==> config.mk <==
export PLATFORM = sky130hd
export DESIGN_NAME = fpu_issue
export DESIGN_NICKNAME = d
export VERILOG_FILES = /design/src/rtl/fpu_issue.sv
export SDC_FILE = /design/constraint.sdc
export NUM_CORES = 1
export LEC_CHECK = 0
export CAP_MARGIN = 30
export CELL_PAD_IN_SITES_DETAIL_PLACEMENT = 1
export CELL_PAD_IN_SITES_GLOBAL_PLACEMENT = 2
export CORE_ASPECT_RATIO = 1.25
export CORE_UTILIZATION = 23
export DETAILED_ROUTE_END_ITERATION = 12
export HOLD_SLACK_MARGIN = 0.02
export PLACE_DENSITY = 0.82
export SYNTH_ARGS = -nofsm -noshare
export SYNTH_HDL_FRONTEND = slang
export SYNTH_SLANG_ARGS = --single-unit
==> constraint.sdc <==
create_clock -name clk -period 5.19 [get_ports clk]
set_input_delay 1.038 -clock clk [delete_from_list [all_inputs] [get_ports clk]]
set_output_delay 1.038 -clock clk [all_outputs]
set_load 0.05 [all_outputs]
==> src/rtl/fpu_issue.sv <==
// Single-issue dispatcher for an FP pipeline: routes each request to one of four
// execution-unit wrappers or resolves it locally, then presents one writeback.
module fpu_issue #(
  parameter int unsigned TIMEOUT_CYCLES = 64
) (
  input  logic        clk,
  input  logic        rstn,
  input  logic        req_valid,
  output logic        req_ready,
  input  logic [2:0]  req_op,
  input  logic [31:0] req_a,
  input  logic [31:0] req_b,
  input  logic [5:0]  req_rd,
  output logic [31:0] op_a,
  output logic [31:0] op_b,
  output logic [3:0]  unit_en,
  input  logic [3:0]  unit_busy,
  input  logic [3:0]  unit_done,
  input  logic [31:0] fadd_result,
  input  logic [31:0] fsub_result,
  input  logic [31:0] fmul_result,
  input  logic [31:0] fdiv_result,
  output logic        wb_valid,
  input  logic        wb_ready,
  output logic [5:0]  wb_rd,
  output logic [31:0] wb_data,
  output logic        err_illegal,
  output logic        err_timeout,
  output logic        err_spurious
);

  typedef enum logic [1:0] {IDLE, ISSUE, WAIT, WB} state_t;

  localparam logic [7:0]  CNT_LAST = 8'(TIMEOUT_CYCLES - 1);
  localparam logic [31:0] QNAN     = 32'h7FC0_0000;

  state_t      state, state_nx;
  logic [3:0]  sel;
  logic [5:0]  rd;
  logic [7:0]  cnt;
  logic [31:0] sel_result;
  logic        sel_free;
  logic        sel_done;
  logic        timeout;

  assign sel_free = (unit_busy & sel) == 4'b0000;
  assign sel_done = (state == WAIT) && ((unit_done & sel) != 4'b0000);
  assign timeout  = (state == WAIT) && (cnt == CNT_LAST);

  // State register; the reset is synchronous to match the rest of the codebase.
  always_ff @(posedge clk) begin
    if (!rstn) state <= IDLE;
    else       state <= state_nx;
  end

  // NOTE: every always_comb assigns its outputs a default first so no path can infer a latch.
  always_comb begin
    state_nx = state;
    case (state)
      IDLE: begin
        if (req_valid) begin
          case (req_op)
            3'd0, 3'd1, 3'd2, 3'd3: state_nx = ISSUE;
            3'd4, 3'd5, 3'd6:       state_nx = WB;
            default:                state_nx = IDLE;
          endcase
        end
      end
      ISSUE:   if (sel_free) state_nx = WAIT;
      WAIT:    if (sel_done || timeout) state_nx = WB;
      WB:      if (wb_ready) state_nx = IDLE;
      default: state_nx = IDLE;
    endcase
  end

  always_comb begin
    req_ready = (state == IDLE);
    wb_valid  = (state == WB);
    unit_en   = 4'b0000;
    if (state == ISSUE && sel_free) unit_en = sel;
  end

  // sel is one-hot, so a priority chain is equivalent to a parallel mux here.
  always_comb begin
    sel_result = 32'h0;
    if      (sel[0]) sel_result = fadd_result;
    else if (sel[1]) sel_result = fsub_result;
    else if (sel[2]) sel_result = fmul_result;
    else if (sel[3]) sel_result = fdiv_result;
  end

  // NOTE: sequential state uses non-blocking assignments so every flop samples pre-edge values.
  always_ff @(posedge clk) begin
    if (!rstn) begin
      op_a         <= 32'h0;
      op_b         <= 32'h0;
      sel          <= 4'b0000;
      rd           <= 6'd0;
      cnt          <= 8'd0;
      wb_rd        <= 6'd0;
      wb_data      <= 32'h0;
      err_illegal  <= 1'b0;
      err_timeout  <= 1'b0;
      err_spurious <= 1'b0;
    end else begin
      err_illegal  <= 1'b0;
      err_timeout  <= 1'b0;
      err_spurious <= 1'b0;
      case (state)
        IDLE: begin
          if (req_valid) begin
            op_a <= req_a;
            op_b <= req_b;
            rd   <= req_rd;
            sel  <= 4'b0001 << req_op[1:0];
            case (req_op)
              3'd4: begin wb_data <= req_a ^ 32'h8000_0000; wb_rd <= req_rd; end
              3'd5: begin wb_data <= req_a & 32'h7FFF_FFFF; wb_rd <= req_rd; end
              3'd6: begin wb_data <= req_a;                 wb_rd <= req_rd; end
              3'd7: err_illegal <= 1'b1;
              default: ;
            endcase
          end
        end
        ISSUE: cnt <= 8'd0;
        WAIT: begin
          cnt <= cnt + 8'd1;
          if ((unit_done & ~sel) != 4'b0000) err_spurious <= 1'b1;
          // A real completion on the last allowed cycle beats the timeout.
          if (sel_done) begin
            wb_data <= sel_result;
            wb_rd   <= rd;
          end else if (timeout) begin
            err_timeout <= 1'b1;
            wb_data     <= QNAN;
            wb_rd       <= rd;
          end
        end
        default: ;
      endcase
    end
  end

endmodule

* Yosys cells after proc, flatten, opt, wreduce, memory -nomap -nowiden
Index checks and enable logic that the tools add are counted.
Word-level totals: register bits 125, bits of input ports 213, output and inout port bits 111, word-level logic and storage cells 83
Operators by class: $add $sub $neg 1, equality and inequality tests 18, shift-type cells 1, muxes and demuxes 25, bitwise logic cells 7, reduce and logical (&&, ||, !) cells 20
Operators with widths (count):
- two-way mux 32 bit | 7
- one-hot mux 32 bit (3 select lines) | 1
- one-hot mux 32 bit (2 select lines) | 1
- two-way mux 6 bit | 4
- one-hot mux 8 bit (2 select lines) | 1
- AND 4 bit | 3
- equality test 3 bit (second input constant) | 4
- one-hot mux 6 bit (2 select lines) | 1
- AND reduction 4 bit | 3
- adder 8 x 1 -> 8 bit (second input constant) | 1
- equality test 8 x 6 -> 1 bit (second input constant) | 1
- two-way mux 2 bit | 4
- one-hot mux 2 bit (4 select lines) | 1
- nonzero test 4 bit | 2
- equality test 3 x 2 -> 1 bit (second input constant) | 2
- inequality test 2 bit (second input constant) | 3
- OR reduction 3 bit | 2
- equality test 2 bit (second input constant) | 2
- logical NOT 4 bit | 1
- two-way mux 4 bit | 1
- inequality test 2 x 1 -> 1 bit (second input constant) | 2
- inequality test 4 x 1 -> 1 bit (second input constant) | 1
- NOT 4 bit | 1
- one-hot mux 2 bit (2 select lines) | 1
- 14 further kinds | 22

* Depth between registers and ports, before layout
depth after elaboration 6, mapped depth 9, mapped depth without buffers 6

* Least setup slack after synthesis
OpenSTA, ideal clock, no wires.
kind input to output, start point input port unit_busy[0], end point output port unit_en[0], data arrival time 2097 ps, required time 4152 ps, slack 2055 ps, stages on the path 4, buffers on the path 0, path through a22o_1 nor2_1 nand2_1 nor2_1
Between the ends: word-level cells in the longest chain between the ends 4
RTL lines:
- from (decl) | line 17 | input logic [3:0] unit_busy,
- AND 4 bit | line 46 | assign sel_free = (unit_busy & sel) == 4'b0000;
- logical NOT 4 bit | line 46
- logical AND 1 bit | line 80 | if (state == ISSUE && sel_free) unit_en = sel;
- two-way mux 4 bit | line 80
- to (decl) | line 16 | output logic [3:0] unit_en,
Every way passes these cells.

* Worst setup path after layout
Same ends and word-level chain as after synthesis.

==> results by group <==
Yosys
  – Synth unique cells: 47
  – Top FF cell, synth: dfxtp_1
  – Number of flops mapped to enable cells by yosys: 0
  – Mapped Area: 6340 um2
  – Synth top area cells: dfxtp_1, nand2_1, a21boi_0, a21o_1, a221o_1
  – Syn Inst Count: 764
  – Register bit total from synthesis: 125
  – Ys async rst share: 0
  – Top cell type's share of synthesized area: 0.395
  – Post-synth top area cell: dfxtp_1
  – Mapped Nets: 983
  – Mapped Avg Cell Area: 8.30 um2
  – Register area share after synthesis: 0.395
  – Yosys warns: 0

Die
  – Placeable Area: 26,900 um2
  – Die outline height: 188 um
  – Cell Rows: 67
  – I/O Pins: 324
  – Die footprint: 28,200 um2
  – Initial Util: 0.236
  – Die width: 150 um

STA
  – Fmax: 0.259 GHz
  – RSZ-0062 raised after global routing: no
  – Tightest Pin Transition: 0.990 ns
  – Min Tclk post-route: 3.87 ns
  – Final worst slack: 1.32 ns
  – Fin. Hold Viols: 0
  – Slew Viols, Final: 0
  – Fin crit share: 0.745
  – Clock Skews: 0.00514 ns
  – Setup tns final: 0 ns
  – Max_slew headroom: 0.339
  – # setup viols final: 0

Clock network
  – Total CTS buffers: 17
  – Worst-Skew Late Latency: 0.42 ns
  – CTS Root Cell: clkbuf_16
  – Reg clk slew, reported paths: 0.06 ns
  – Post-CTS Setup Inserts: 0
  – TritonCTS clock tree: done
  – CTS resizes: 0
  – Clock Sinks: 125
  – Htree depth: 4
  – Cts hold-fix bufs: 0
  – Max Root-Sink Buffers: 2

Placed design
  – Placed insts: 1,376
  – Post-place setup slack: 1.31 ns
  – DPL Wire Length: 20,400 um
  – RD Place Congestion: 0.793
  – Area post-placement: 9880 um2
  – IO Port Bufs: 323

Cells and area
  – Layout net count: 1,269
  – Post-route insts no fill: 1,409
  – Final instance area: 10,400 um2
  – Register Area: 2500 um2
  – Fillers: 3,132
  – Layout area overhead: 64.1%
  – Final core utilization: 0.386
  – Layout cells sized above 1: 0.0611
  – Area of the multi-input gates: 3550 um2

Pwr
  – VDD IR max: 0.250 mV
  – PD cells: 424 nW/um2
  – Pleak: 4.01 nW

Worst hold path
  – HP Class: reg -> reg

Setup path
  – WP data arrival: 2.83 ns
  – Crit path kind: in -> out
  – Critical Path RT: 4.15 ns
  – CP startpoint kind: input port
  – Crit path max fanout: 4
  – Worst setup EP type: output pin

Routing
  – Routed wire length: 28,100 um
  – DR vias: 6,806
  – First-iteration detailed-routing DRC count: 298
  – Wire length per cell: 20.0 um
  – TritonRoute pass-1 iters: 4
  – DRC: 0
  – Avg Vias per Cell: 4.83
  – Routed Antenna Nets: 0

Run
  – Max-cap viol count: 0

Global route
  – GRT Total Usage: 0.201
  – GRT Residual Overflow: 0
  – Pin count of the biggest net entering global routing: 90
  – First-pass GRT wire length: 42,700 um
  – Vias in the first global route: 7,211
  – Initial antenna violation count: 3

Run status
  – Status: finished, final reports clean
==> per-stage QoR <==
| stage | hold WS, ns | total power [mW] |
|---|---|---|
| after floorplan | 0.443 | 2.55 |
| after global placement | 0.445 | 3.35 |
| after detailed placement | 0.456 | 3.38 |
| after CTS | 0.466 | 4.48 |
| after global routing | 0.487 | 4.65 |
| final | 0.463 | 4.41 |
==> cells in the mapped netlist, drive strengths merged, types with 13 or more instances <==
library cell  instances
a32oi                22
a211oi               23
a21boi               72
clkbuf               52
o21ai                40
a21o                 31
a221o                22
nor3                 23
nand2b               24
nor2                 13
dfxtp               125
buf                  18
mux2i                18
nand2               173
==> layout by cell type, fill, tap and decap left out, types with 9 or more instances in the layout <==
cell type        count
a21boi_0            72
a32oi_1             22
a221o_1             22
dfxtp_1            123
nand2_1            172
o211ai_1             9
o21ai_0             37
a31o_2               9
nor2_1              13
clkbuf_16           17
inv_1               12
a211oi_1            23
nor3_1              23
nand2b_1            24
clkdlybuf4s50_1    322
mux2i_1             18
and3b_1              9
buf_4               13
a21o_1              31
o221ai_1             9
==> sequential cells by signal, indices dropped and copies added, names as in the netlist <==
| name | cells |
|---|---|
| cnt | 8 |
| err_illegal | 1 |
| err_spurious | 1 |
| err_timeout | 1 |
| op_a | 32 |
| op_b | 32 |
| rd | 6 |
| sel | 4 |
| state | 2 |
| wb_data | 32 |
| wb_rd | 6 |
==> where the power goes <==
| group | internal, mW | switching (mW) | total [mW] |
|---|---|---|---|
| Clock | 0.629 | 0.444 | 1.07 |
| Combinational | 0.731 | 1.34 | 2.07 |
| Sequential | 1.15 | 0.119 | 1.27 |
| Total | 2.51 | 1.90 | 4.41 |
==> cell families (layout without fill, tap and decap cells) <==
family	Yosys count	count (layout)	share of synthesized area
other	0	1	0
XOR/XNOR	5	5	0.00691
buffers and inverters	82	381	0.0517
AO/OA/AOI/OAI	262	262	0.316
adder cells (fa/ha/maj)	6	6	0.0118
AND/OR/NAND/NOR	266	266	0.190
flip-flops	125	125	0.395
multiplexers	18	18	0.0284
==> critical path: stages <==
cell and delay, ns:
clkdlybuf4s50_1 0.41, a22o_1 0.24, nor2_1 0.11, nand2_1 0.10
nor2_1 0.11, clkdlybuf4s50_1 0.82
==> layout make-up <==
| class | instances | area share |
|---|---|---|
| timing repair buffer | 337 | 0.322 |
| clock buffer | 24 | 0.0454 |
| sequential | 125 | 0.241 |
| antenna | 1 | 0.000241 |
| inverter | 12 | 0.00433 |
| multi-input combinational | 557 | 0.341 |
| tap | 345 | 0.0415 |
| clock inverter | 8 | 0.00409 |
==> path summary, 6_finish.rpt <==
kind	startpoint	slack (ns)	end	cells after the start
max	unit_busy[0]	1.32	unit_en[0]	6
min	wb_data[27]$_SDFFE_PN0P_	0.46	wb_data[27]$_SDFFE_PN0P_	2
min reg2reg	wb_data[27]$_SDFFE_PN0P_	0.46	wb_data[27]$_SDFFE_PN0P_	2
max reg2reg	sel[0]$_SDFFE_PN0P_	2.17	wb_data[3]$_SDFFE_PN0P_	7
==> routing by layer <==
metal / GRT usage / wire, um / part of all wire
met5: 0 / 23 / 0.00082
met4: 0.0676 / 663 / 0.024
met3: 0.0509 / 1450 / 0.052
met2: 0.349 / 14300 / 0.51
met1: 0.235 / 11700 / 0.42
(Power assumes the default switching activity.)
